===== config.mk =====
export PLATFORM = sky130hd
export DESIGN_NAME = store_drain_buffer
export DESIGN_NICKNAME = d
export VERILOG_FILES = /design/src/rtl/store_pkg.sv /design/src/rtl/store_fifo.sv /design/src/rtl/store_drain_buffer.sv
export SDC_FILE = /design/constraint.sdc
export NUM_CORES = 1
export LEC_CHECK = 0
export BUFFER_PORTS_ARGS = -buffer_cell sky130_fd_sc_hd__buf_2
export CORE_MARGIN = 1.5
export CORE_UTILIZATION = 55
export CTS_BUF_LIST = sky130_fd_sc_hd__clkbuf_8
export DETAILED_ROUTE_END_ITERATION = 8
export GPL_TIMING_DRIVEN = 0
export PLACE_DENSITY = 0.77
export SYNTH_ARGS = -nofsm -noshare
export SYNTH_HDL_FRONTEND = slang
export SYNTH_SLANG_ARGS = --single-unit

===== constraint.sdc =====
create_clock -name clk -period 9.7 [get_ports clk]
set_clock_uncertainty 0.05 [all_clocks]
set_input_delay 0.485 -clock clk [delete_from_list [all_inputs] [get_ports clk]]
set_output_delay 0.485 -clock clk [all_outputs]
set_load 0.005 [all_outputs]

===== src/rtl/store_pkg.sv =====
// Shared types for the store drain buffer: size codes, queued-entry layout and data masking.
package store_pkg;

  localparam int SD_ADDR_W = 64;
  localparam int SD_REG_W  = 64;

  localparam logic [1:0] SZ_B = 2'd0;
  localparam logic [1:0] SZ_H = 2'd1;
  localparam logic [1:0] SZ_W = 2'd2;
  localparam logic [1:0] SZ_D = 2'd3;

  typedef enum logic {
    ST_IDLE = 1'b0,
    ST_REQ  = 1'b1
  } drain_state_t;

  typedef struct packed {
    logic [SD_ADDR_W-1:0] addr;
    logic [SD_REG_W-1:0]  data;
    logic [1:0]           size;
  } store_entry_t;

  function automatic logic [SD_REG_W-1:0] size_mask(input logic [1:0] size);
    case (size)
      SZ_B:    size_mask = SD_REG_W'(8'hFF);
      SZ_H:    size_mask = SD_REG_W'(16'hFFFF);
      SZ_W:    size_mask = SD_REG_W'(32'hFFFF_FFFF);
      default: size_mask = '1;
    endcase
  endfunction

endpackage


===== src/rtl/store_fifo.sv =====
// Circular store queue: storage, pointers, occupancy count, per-slot valid bits and
// doubleword tags so the parent can snoop every pending entry.
module store_fifo
  import store_pkg::*;
#(
  parameter int DEPTH     = 4,
  parameter int PTR_WIDTH = $clog2(DEPTH)
) (
  input  logic                 clk,
  input  logic                 rst_n,
  input  logic                 i_push,
  input  store_entry_t         i_entry,
  input  logic                 i_pop,
  output store_entry_t         o_head,
  output store_entry_t         o_next,
  output logic [SD_ADDR_W-4:0] o_tags [DEPTH],
  output logic [DEPTH-1:0]     o_valid,
  output logic [PTR_WIDTH:0]   o_count,
  output logic                 o_full,
  output logic                 o_empty
);

  store_entry_t           r_mem [DEPTH];
  logic [PTR_WIDTH-1:0]   r_wr_ptr;
  logic [PTR_WIDTH-1:0]   r_rd_ptr;
  logic [PTR_WIDTH:0]     r_count;
  logic [DEPTH-1:0]       r_valid;
  logic [DEPTH-1:0]       w_valid_nxt;
  logic [PTR_WIDTH-1:0]   w_rd_next;

  assign w_rd_next = r_rd_ptr + PTR_WIDTH'(1);

  always_comb begin
    w_valid_nxt = r_valid;
    if (i_pop)  w_valid_nxt[r_rd_ptr] = 1'b0;
    if (i_push) w_valid_nxt[r_wr_ptr] = 1'b1;
  end

  always_ff @(posedge clk or negedge rst_n) begin
    if (!rst_n) begin
      r_wr_ptr <= '0;
      r_rd_ptr <= '0;
      r_count  <= '0;
      r_valid  <= '0;
    end else begin
      if (i_push) r_wr_ptr <= r_wr_ptr + PTR_WIDTH'(1);
      if (i_pop)  r_rd_ptr <= w_rd_next;
      case ({i_push, i_pop})
        2'b10:   r_count <= r_count + (PTR_WIDTH+1)'(1);
        2'b01:   r_count <= r_count - (PTR_WIDTH+1)'(1);
        default: r_count <= r_count;
      endcase
      r_valid <= w_valid_nxt;
    end
  end

  // Payload storage carries no reset; the valid bits qualify it.
  always_ff @(posedge clk) begin
    if (i_push) r_mem[r_wr_ptr] <= i_entry;
  end

  always_comb begin
    for (int i = 0; i < DEPTH; i++) o_tags[i] = r_mem[i].addr[SD_ADDR_W-1:3];
  end

  assign o_head  = r_mem[r_rd_ptr];
  assign o_next  = r_mem[w_rd_next];
  assign o_valid = r_valid;
  assign o_count = r_count;
  assign o_full  = (r_count == (PTR_WIDTH+1)'(DEPTH));
  assign o_empty = (r_count == '0);

endmodule


===== src/rtl/store_drain_buffer.sv =====
// Store drain buffer: queues writeback stores and drains them over a req/ack write port.
// STORE_DRAIN_PERFCNT_EN adds drained-store and stall-cycle counters (tied to 0 otherwise).
//
// state   | meaning
// ST_IDLE | no request on the bus
// ST_REQ  | head entry presented on out_bus_*, waiting for in_bus_ack
module store_drain_buffer
  import store_pkg::*;
#(
  parameter int ADDRESS_WIDTH  = SD_ADDR_W,
  parameter int REGISTER_WIDTH = SD_REG_W,
  parameter int DEPTH          = 4,
  parameter int PTR_WIDTH      = $clog2(DEPTH)
) (
  input  logic                      clk,
  input  logic                      reset,
  input  logic                      in_enable,
  input  logic [ADDRESS_WIDTH-1:0]  in_phy_addr,
  input  logic [REGISTER_WIDTH-1:0] in_data,
  input  logic [1:0]                in_size,
  output logic                      out_full,
  output logic                      out_empty,
  output logic                      out_overflow,
  output logic                      out_misaligned,
  input  logic [ADDRESS_WIDTH-1:0]  in_snoop_addr,
  output logic                      out_snoop_hit,
  input  logic                      in_flush,
  output logic                      out_flush_done,
  output logic                      out_bus_req,
  output logic [ADDRESS_WIDTH-1:0]  out_bus_addr,
  output logic [REGISTER_WIDTH-1:0] out_bus_data,
  output logic [1:0]                out_bus_size,
  input  logic                      in_bus_ack,
  output logic [31:0]               out_stores_drained,
  output logic [31:0]               out_stall_cycles
);

  drain_state_t          r_state, w_state_nxt;
  store_entry_t          r_bus;
  logic                  r_overflow, r_misaligned;
  store_entry_t          w_entry, w_head, w_next, w_bus_src;
  logic [SD_ADDR_W-4:0]  w_tags [DEPTH];
  logic [DEPTH-1:0]      w_valid;
  logic [PTR_WIDTH:0]    w_count;
  logic                  w_full, w_empty, w_misalign, w_push, w_pop, w_load, w_hit;
  logic                  w_unused_snoop_low;

  always_comb begin
    case (in_size)
      SZ_B:    w_misalign = 1'b0;
      SZ_H:    w_misalign = in_phy_addr[0];
      SZ_W:    w_misalign = |in_phy_addr[1:0];
      default: w_misalign = |in_phy_addr[2:0];
    endcase
  end

  assign w_push = in_enable & ~w_full & ~w_misalign;
  assign w_pop  = (r_state == ST_REQ) & in_bus_ack;

  assign w_entry.addr = SD_ADDR_W'(in_phy_addr);
  assign w_entry.data = SD_REG_W'(in_data) & size_mask(in_size);
  assign w_entry.size = in_size;

  store_fifo #(.DEPTH(DEPTH), .PTR_WIDTH(PTR_WIDTH)) u_fifo (
    .clk     (clk),
    .rst_n   (reset),
    .i_push  (w_push),
    .i_entry (w_entry),
    .i_pop   (w_pop),
    .o_head  (w_head),
    .o_next  (w_next),
    .o_tags  (w_tags),
    .o_valid (w_valid),
    .o_count (w_count),
    .o_full  (w_full),
    .o_empty (w_empty)
  );

  // After an ack the FSM reloads straight from the entry behind the head, giving one store per cycle.
  always_comb begin
    w_state_nxt = r_state;
    w_load      = 1'b0;
    w_bus_src   = w_head;
    case (r_state)
      ST_IDLE: begin
        if (!w_empty) begin
          w_state_nxt = ST_REQ;
          w_load      = 1'b1;
        end
      end
      default: begin
        if (in_bus_ack) begin
          if (w_count > (PTR_WIDTH+1)'(1)) begin
            w_load    = 1'b1;
            w_bus_src = w_next;
          end else begin
            w_state_nxt = ST_IDLE;
          end
        end
      end
    endcase
  end

  always_ff @(posedge clk or negedge reset) begin
    if (!reset) begin
      r_state      <= ST_IDLE;
      r_bus        <= '0;
      r_overflow   <= 1'b0;
      r_misaligned <= 1'b0;
    end else begin
      r_state      <= w_state_nxt;
      if (w_load) r_bus <= w_bus_src;
      r_overflow   <= r_overflow | (in_enable & w_full);
      r_misaligned <= r_misaligned | (in_enable & w_misalign);
    end
  end

  always_comb begin
    w_hit = 1'b0;
    for (int i = 0; i < DEPTH; i++) begin
      if (w_valid[i] && (w_tags[i] == in_snoop_addr[ADDRESS_WIDTH-1:3])) w_hit = 1'b1;
    end
  end

  assign w_unused_snoop_low = ^in_snoop_addr[2:0];

`ifdef STORE_DRAIN_PERFCNT_EN
  logic [31:0] r_stores_drained, r_stall_cycles;

  always_ff @(posedge clk or negedge reset) begin
    if (!reset) begin
      r_stores_drained <= '0;
      r_stall_cycles   <= '0;
    end else begin
      if (w_pop) r_stores_drained <= r_stores_drained + 32'd1;
      if ((r_state == ST_REQ) && !in_bus_ack) r_stall_cycles <= r_stall_cycles + 32'd1;
    end
  end

  assign out_stores_drained = r_stores_drained;
  assign out_stall_cycles   = r_stall_cycles;
`else
  assign out_stores_drained = '0;
  assign out_stall_cycles   = '0;
`endif

  assign out_full       = w_full;
  assign out_empty      = w_empty;
  assign out_overflow   = r_overflow;
  assign out_misaligned = r_misaligned;
  assign out_snoop_hit  = w_hit;
  assign out_flush_done = in_flush & w_empty;
  assign out_bus_req    = (r_state == ST_REQ);
  assign out_bus_addr   = ADDRESS_WIDTH'(r_bus.addr);
  assign out_bus_data   = REGISTER_WIDTH'(r_bus.data);
  assign out_bus_size   = r_bus.size;

endmodule


# After elaboration in Yosys (flattened, before gate mapping)
# Memory sizes are Yosys's and may differ from the RTL's.
# Index checks and enable logic that the tools add are counted.
word_totals:
  out_inout_bits: 201
  memories: 1
  in_bits: 199
  regBits: 144
  wordCells: 78
  ram_bits: 520
op_classes:
  bitwise: 14
  order_cmp: 5
  muxes: 24
  eq_ne: 9
  add_sub_neg: 4
  reduce_logical: 11
mem_list:
  columns: ["memory", "depth", "width", "rd", "rd_ports_with_merged_regs", "write_ports", "line", "source"]
  rows:
  - ["u_fifo.r_mem", 4, 130, 6, 0, 1, "store_fifo.sv:23", "store_entry_t r_mem [DEPTH];"]
op_table:
  columns: ["op", "count"]
  rows:
  - ["$mux 130", 3]
  - ["$eq 61x61->1", 4]
  - ["$pmux 64 s3", 1]
  - ["$and 64x64->64", 1]
  - ["$mux 1", 14]
  - ["$mux 4", 2]
  - ["$and 1x1->1", 6]
  - ["$logic_and 1x1->1", 6]
  - ["$lt 2x3->1 const B", 2]
  - ["$pmux 3 s2", 1]
  - ["$add 2x1->2 const B", 2]
  - ["$and 4x4->4", 1]
  - ["$demux 1 s2", 2]
  - ["$eq 2x1->1 const B", 2]
  - ["$eq 2x2->1 const B", 2]
  - ["$ge 2x1->1 const B", 2]
  - ["$not 4->4", 1]
  - ["$or 4x4->4", 1]
  - ["$add 3x1->3 const B", 1]
  - ["$eq 3x3->1 const B", 1]
  - ["$gt 3x1->1 const B", 1]
  - ["$logic_not 3->1", 1]
  - ["$pmux 1 s3", 1]
  - ["$reduce_or 3->1", 1]
  - ["6 further kinds", 8]

# Longest topological paths before layout
logic_depth:
  depth_word: 9
  mapped_depth: 12

# Modules after synthesis
# Synthesis repeated with hierarchy kept, for this count alone.
unflattened:
  hier_cells: 2236
  area_unflattened_um2: 34050.2
by_module_without_submodules:
  columns: ["mod", "n_inst", "area_per_inst_um2", "cells_per_inst"]
  rows:
  - ["store_fifo", 1, 24315.8, 1137]
  - ["store_drain_buffer", 1, 9734.3, 1099]

# Worst setup path before layout
# No wires, ideal clock.
synth_path:
  path_type: "input to register"
  from: "input in_size[1]"
  to: "memory u_fifo.r_mem[0][0] in the netlist's numbering, enable pin"
  cell_stages: 5
  slack_ns: 4.698
  arrival_ns: 4.446
  path_cell_list: "nor2_1 nor2b_1 a21oi_1 nor3b_2 and2_1"
synth_via:
  elab_chain_len: 6
  elab_cells_between_ends: 8
  cone_classes: "eq/ne: 2; mux: 3; bitwise: 2; reduce/logical: 1"
synth_rtl:
  columns: ["item", "line", "source"]
  rows:
  - ["start: declaration", "store_drain_buffer.sv:20", "input logic [1:0] in_size,"]
  - ["$eq 2x2->1 (tied with other cells)", "store_drain_buffer.sv:49", "case (in_size)"]
  - ["$pmux 1 s3 (*)", "store_drain_buffer.sv:49", null]
  - ["$not 1->1 (*)", "store_drain_buffer.sv:57", "assign w_push = in_enable & ~w_full & ~w_misalign;"]
  - ["$and 1x1->1 (*)", "store_drain_buffer.sv:57", null]
  - ["$mux 1 (*)", "store_fifo.sv:59", "if (i_push) r_mem[r_wr_ptr] <= i_entry;"]
  - ["$mux 1 (implied by the code) (*)", "store_fifo.sv:59", null]
  - ["end: declaration", "store_fifo.sv:23", null]
# Mark *: on every way between the ends. The rest lies on a longest branch, timed or not.

# Final worst setup path
layout_path:
  from: "register u_fifo.r_rd_ptr[0]"
  to: "register r_bus (netlist bit out_bus_addr[28])"
layout_via:
  elab_chain_len: 5
layout_rtl:
  columns: ["item", "line", "source"]
  rows:
  - ["start: declaration", "store_fifo.sv:25", "logic [PTR_WIDTH-1:0] r_rd_ptr;"]
  - ["start signal: assignment", "store_fifo.sv:47", "if (i_pop) r_rd_ptr <= w_rd_next;"]
  - ["$add 2x1->2", "store_fifo.sv:31", "assign w_rd_next = r_rd_ptr + PTR_WIDTH'(1);"]
  - ["via u_fifo.w_rd_next[0]", "store_fifo.sv:29", "logic [PTR_WIDTH-1:0] w_rd_next;"]
  - ["$mem_v2 4x130", null, null]
  - ["$mux 130", "store_drain_buffer.sv:93", "if (w_count > (PTR_WIDTH+1)'(1)) begin"]
  - ["$mux 130", "store_drain_buffer.sv:92", "if (in_bus_ack) begin"]
  - ["$mux 130", "store_drain_buffer.sv:84", "case (r_state)"]
  - ["end signal: assignment", "store_drain_buffer.sv:112", "if (w_load) r_bus <= w_bus_src;"]
  - ["end: declaration", "store_drain_buffer.sv:39", "store_entry_t r_bus;"]
# The timed path passes the listed nets, and every way through them passes these cells.
# A chain may end at the register's enable or synchronous reset.

==> summary.md <==
| Metric | Value |
|---|---|
| First-pass GRT wire length | `145300 um` |
| Top Ports | `400` |
| TritonRoute pass-1 iters | `5` |
| Initial antenna violation count | `16` |
| Fin area | `0.03754 mm2` |
| Status | `completed` |
| Required @ worst endpoint | `10.26 ns` |
| Fin Setup TNS | `0 ns` |
| Initial DRC count | `2520` |
| Setup violations, final | `0` |
| RD Place Congestion | `1.026` |
| Register bit total from synthesis | `664` |
| Routed len/inst | `29.21 um` |
| Cell Chain, Critical Path | `buf_2 > buf_2 > clkbuf_1 > buf_2 > inv_1 > ha_1 > clkbuf_1 > clkbuf_1 > buf_2 > mux4_2 > o22ai_1 > nor2_1` |
| Total power | `10.98 mW` |
| Hold WC Path Type | `primary input to register` |
| Leak | `13.97 nW` |
| Maximum vdd drop | `211.7 uV` |
| RSZ-0062 raised after global routing | `false` |
| Vias per std cell | `6.300` |
| Number of synthesis warnings | `0` |
| Post-CTS Setup Inserts | `0` |
| Max cap viols | `0` |
| Fmax | `178.1 MHz` |
| Bufs on Longest Clock Path | `3` |
| Number of buffers created by CTS | `105` |
| # fillers | `3943` |
| Synth Area per Inst | `15.71 um2` |
| Layout cells sized above 1 | `0.3237` |
| Syn Inst Count | `2006` |
| Die X | `242.4 um` |
| Nets | `2793` |
| Routed via count | `21691` |
| DP Area | `0.03461 mm2` |
| Area leader, netlist | `edfxtp_1` |
| Actual slew at the worst max-slew pin | `1.191 ns` |
| Initial Util | `0.5579` |
| Period utilization | `0.5790` |
| Crit Path Class | `register to register` |
| Worst setup SP type | `register` |
| Fin util | `0.6645` |
| Total Wirelength | `100600 um` |
| Slew Limit Fails | `0` |
| Worst Setup End Kind | `register` |
| Die height | `242.4 um` |
| Pre-CTS setup slack | `4.240 ns` |
| CTS tree | `built` |
| Sequential share of the synthesized area | `0.6098` |
| Worst-Skew Late Latency | `0.73 ns` |
| Top cell by count, worst path | `buf_2` |
| Synth area leaders | `edfxtp_1 50%, mux4_2 19%, dfrtp_1 11%` |
| Synth-to-layout area growth | `19.11%` |
| Core Region | `0.05650 mm2` |
| Worst Slack Setup Final | `4.084 ns` |
| GRT Residual Overflow | `0` |
| Final hold vios | `0` |
| Reg clk slew, reported paths | `0.06 ns` |
| Layout Cells excl Fill | `3443` |
| Routed Antenna Nets | `0` |
| P per Cell Area | `292.5 mW/mm2` |
| Slowest CP cell | `clkbuf_1` |
| DRC errors left | `0` |
| Clock Tree Root | `clkbuf_8` |
| Tmin final | `5.616 ns` |
| Buffers added on ports | `320` |
| Vias in the first global route | `21906` |
| Distinct cell type count after synthesis | `50` |
| CTS Sinks | `664` |
| Critical Path AT | `6.18 ns` |
| Cells after DPL | `3156` |
| Post-synth top area share | `0.4954` |
| Min Hold Slack | `0.07240 ns` |
| Total GRT Usage | `0.3425` |
| Cell area after synthesis | `0.03152 mm2` |
| FFs w/ async S/R, synth | `0.2169` |
| Worst-path maximum fanout | `10` |
| Die ar. | `0.05875 mm2` |
| HPWL after detailed placement | `73410 um` |
| Largest stage delay, worst path | `0.75 ns` |
| Largest net degree at the start of global routing | `89` |
| Rel. slew slack | `0.1987` |
| Post-synth EDFFs | `520` |
| Row count | `87` |
| Commonest register cell after synthesis | `edfxtp_1` |
| CTS HTree Levels | `3` |
## kinds of logic (layout without fill, tap and decap cells)
kind of cell | count (synthesis) | count (layout) | share of synthesized area
AO/OA/AOI/OAI | 207 | 207 | 0.04510
adder cells (fa/ha/maj) | 12 | 12 | 0.004764
other | 1 | 76 | 0.0001190
XOR/XNOR | 182 | 182 | 0.05058
AND/OR/NAND/NOR | 433 | 433 | 0.06467
buffers and inverters | 246 | 852 | 0.03890
flip-flops | 664 | 664 | 0.6098
multiplexers | 261 | 261 | 0.1861
## state kept, by name, summed over array words and instances (netlist names)
| register | flops |
|---|---|
| u_fifo.r_mem | 520 |
| u_fifo.r_rd_ptr | 2 |
| out_misaligned | 1 |
| out_bus_size | 2 |
| out_bus_req | 1 |
| out_bus_addr | 64 |
| u_fifo.r_wr_ptr | 2 |
| u_fifo.o_count | 3 |
| u_fifo.o_valid | 4 |
| out_bus_data | 64 |
| out_overflow | 1 |
## layout make-up
cell class                 count  area [um2]  area share
clock buffer                 116        1597     0.04253
buffer                       187        1005     0.02676
timing repair buffer         406        2654     0.07069
multi-input combinational   1159       11320      0.3015
clock inverter                84       550.5     0.01466
sequential                   664       19220      0.5119
inverter                      59       221.5    0.005899
tap                          756       945.9     0.02520
antenna                       12       30.03   0.0007999
## cell usage in the layout (no fill, tap or decap), types with 4 or more instances in the layout
master / Yosys / final
conb_1: 1 / 64
nand4_1: 26 / 26
and3_1: 32 / 32
o21ai_0: 7 / 7
nand3_1: 4 / 4
a221oi_1: 12 / 12
clkinv_2: 0 / 15
a21o_1: 7 / 7
bufinv_16: 0 / 6
o2111ai_1: 4 / 4
nor4_1: 37 / 37
o2bb2ai_1: 7 / 7
dfrtp_1: 144 / 144
nor2_1: 266 / 266
inv_1: 56 / 96
dlygate4sd3_1: 0 / 75
nand2_1: 8 / 8
o22ai_1: 148 / 148
clkbuf_8: 0 / 116
diode_2: 0 / 12
buf_4: 64 / 64
edfxtp_1: 520 / 520
ha_1: 12 / 12
xor2_1: 118 / 118
clkinv_1: 0 / 13
a22oi_1: 4 / 4
and2_1: 23 / 19
buf_2: 49 / 368
and2_4: 0 / 4
buf_16: 0 / 10
mux4_2: 260 / 260
nor2b_1: 16 / 16
clkbuf_1: 69 / 69
buf_1: 4 / 4
xnor2_1: 64 / 64
nand2b_1: 11 / 11
## what timing repair did
| item | 4_1_cts | 5_1_grt |
|---|---|---|
| gates resized for setup | 0 | 0 |
| hold buffers | 75 | 0 |
| hold endpoints to repair | 347 | 0 |
## critical path, delay by kind of cell, from the launching register on
family | cells | cell delay [ns]
buffers and inverters | 8 | 3.75
DFF | 1 | 0.37
and+or+nand+nor | 1 | 0.09
muxes | 1 | 0.64
AOI/OAI and AO/OA | 1 | 0.28
adders and majority gates | 1 | 0.31
## cells in the mapped netlist, drive strengths merged, types with 2 or more instances
cell     number
xnor2        64
o22ai       148
and2         23
a222oi        3
nand4        26
a21o          7
or2           3
and3         32
o2bb2ai       7
mux4        260
nand2         8
nor2        266
nand3         4
o21ai         8
buf         117
clkbuf       70
o221ai        2
o2111ai       4
nor4         38
nor2b        16
dfrtp       144
a221oi       12
a22o          3
edfxtp      520
a2111oi       2
ha           12
xor2        118
a221o         2
a22oi         4
a2bb2oi       2
inv          59
nand2b       11
## power by group
part           switching, mW  total [mW]  internal, mW
sequential             0.312        3.94          3.62
combinational           2.49        4.63          2.15
clock                   1.14        2.41          1.27
## final timing paths
path	from	end	slack (ns)	cells after the start
min in group asynchronous	reset	out_bus_addr[47]	0.23	2
hold / removal	in_data[29]	u_fifo.r_mem[3][31]	0.07	2
setup / recovery	u_fifo.r_rd_ptr[0]	out_bus_addr[28]	4.08	12
hold reg to reg	out_overflow	out_overflow	0.41	1
max in group asynchronous	reset	out_bus_data[57]	8.41	3
setup reg to reg	u_fifo.r_rd_ptr[0]	out_bus_addr[28]	4.08	12
## per-layer routing
metal / global-route usage / vias up / part of all wire
li1: - / 8939 / -
met1: 0.4506 / 11039 / 0.36
met2: 0.5492 / 1453 / 0.48
met3: 0.07743 / 244 / 0.11
met4: 0.1559 / 16 / 0.045
met5: 0 / - / 0.00094
(Power assumes the default switching activity.)
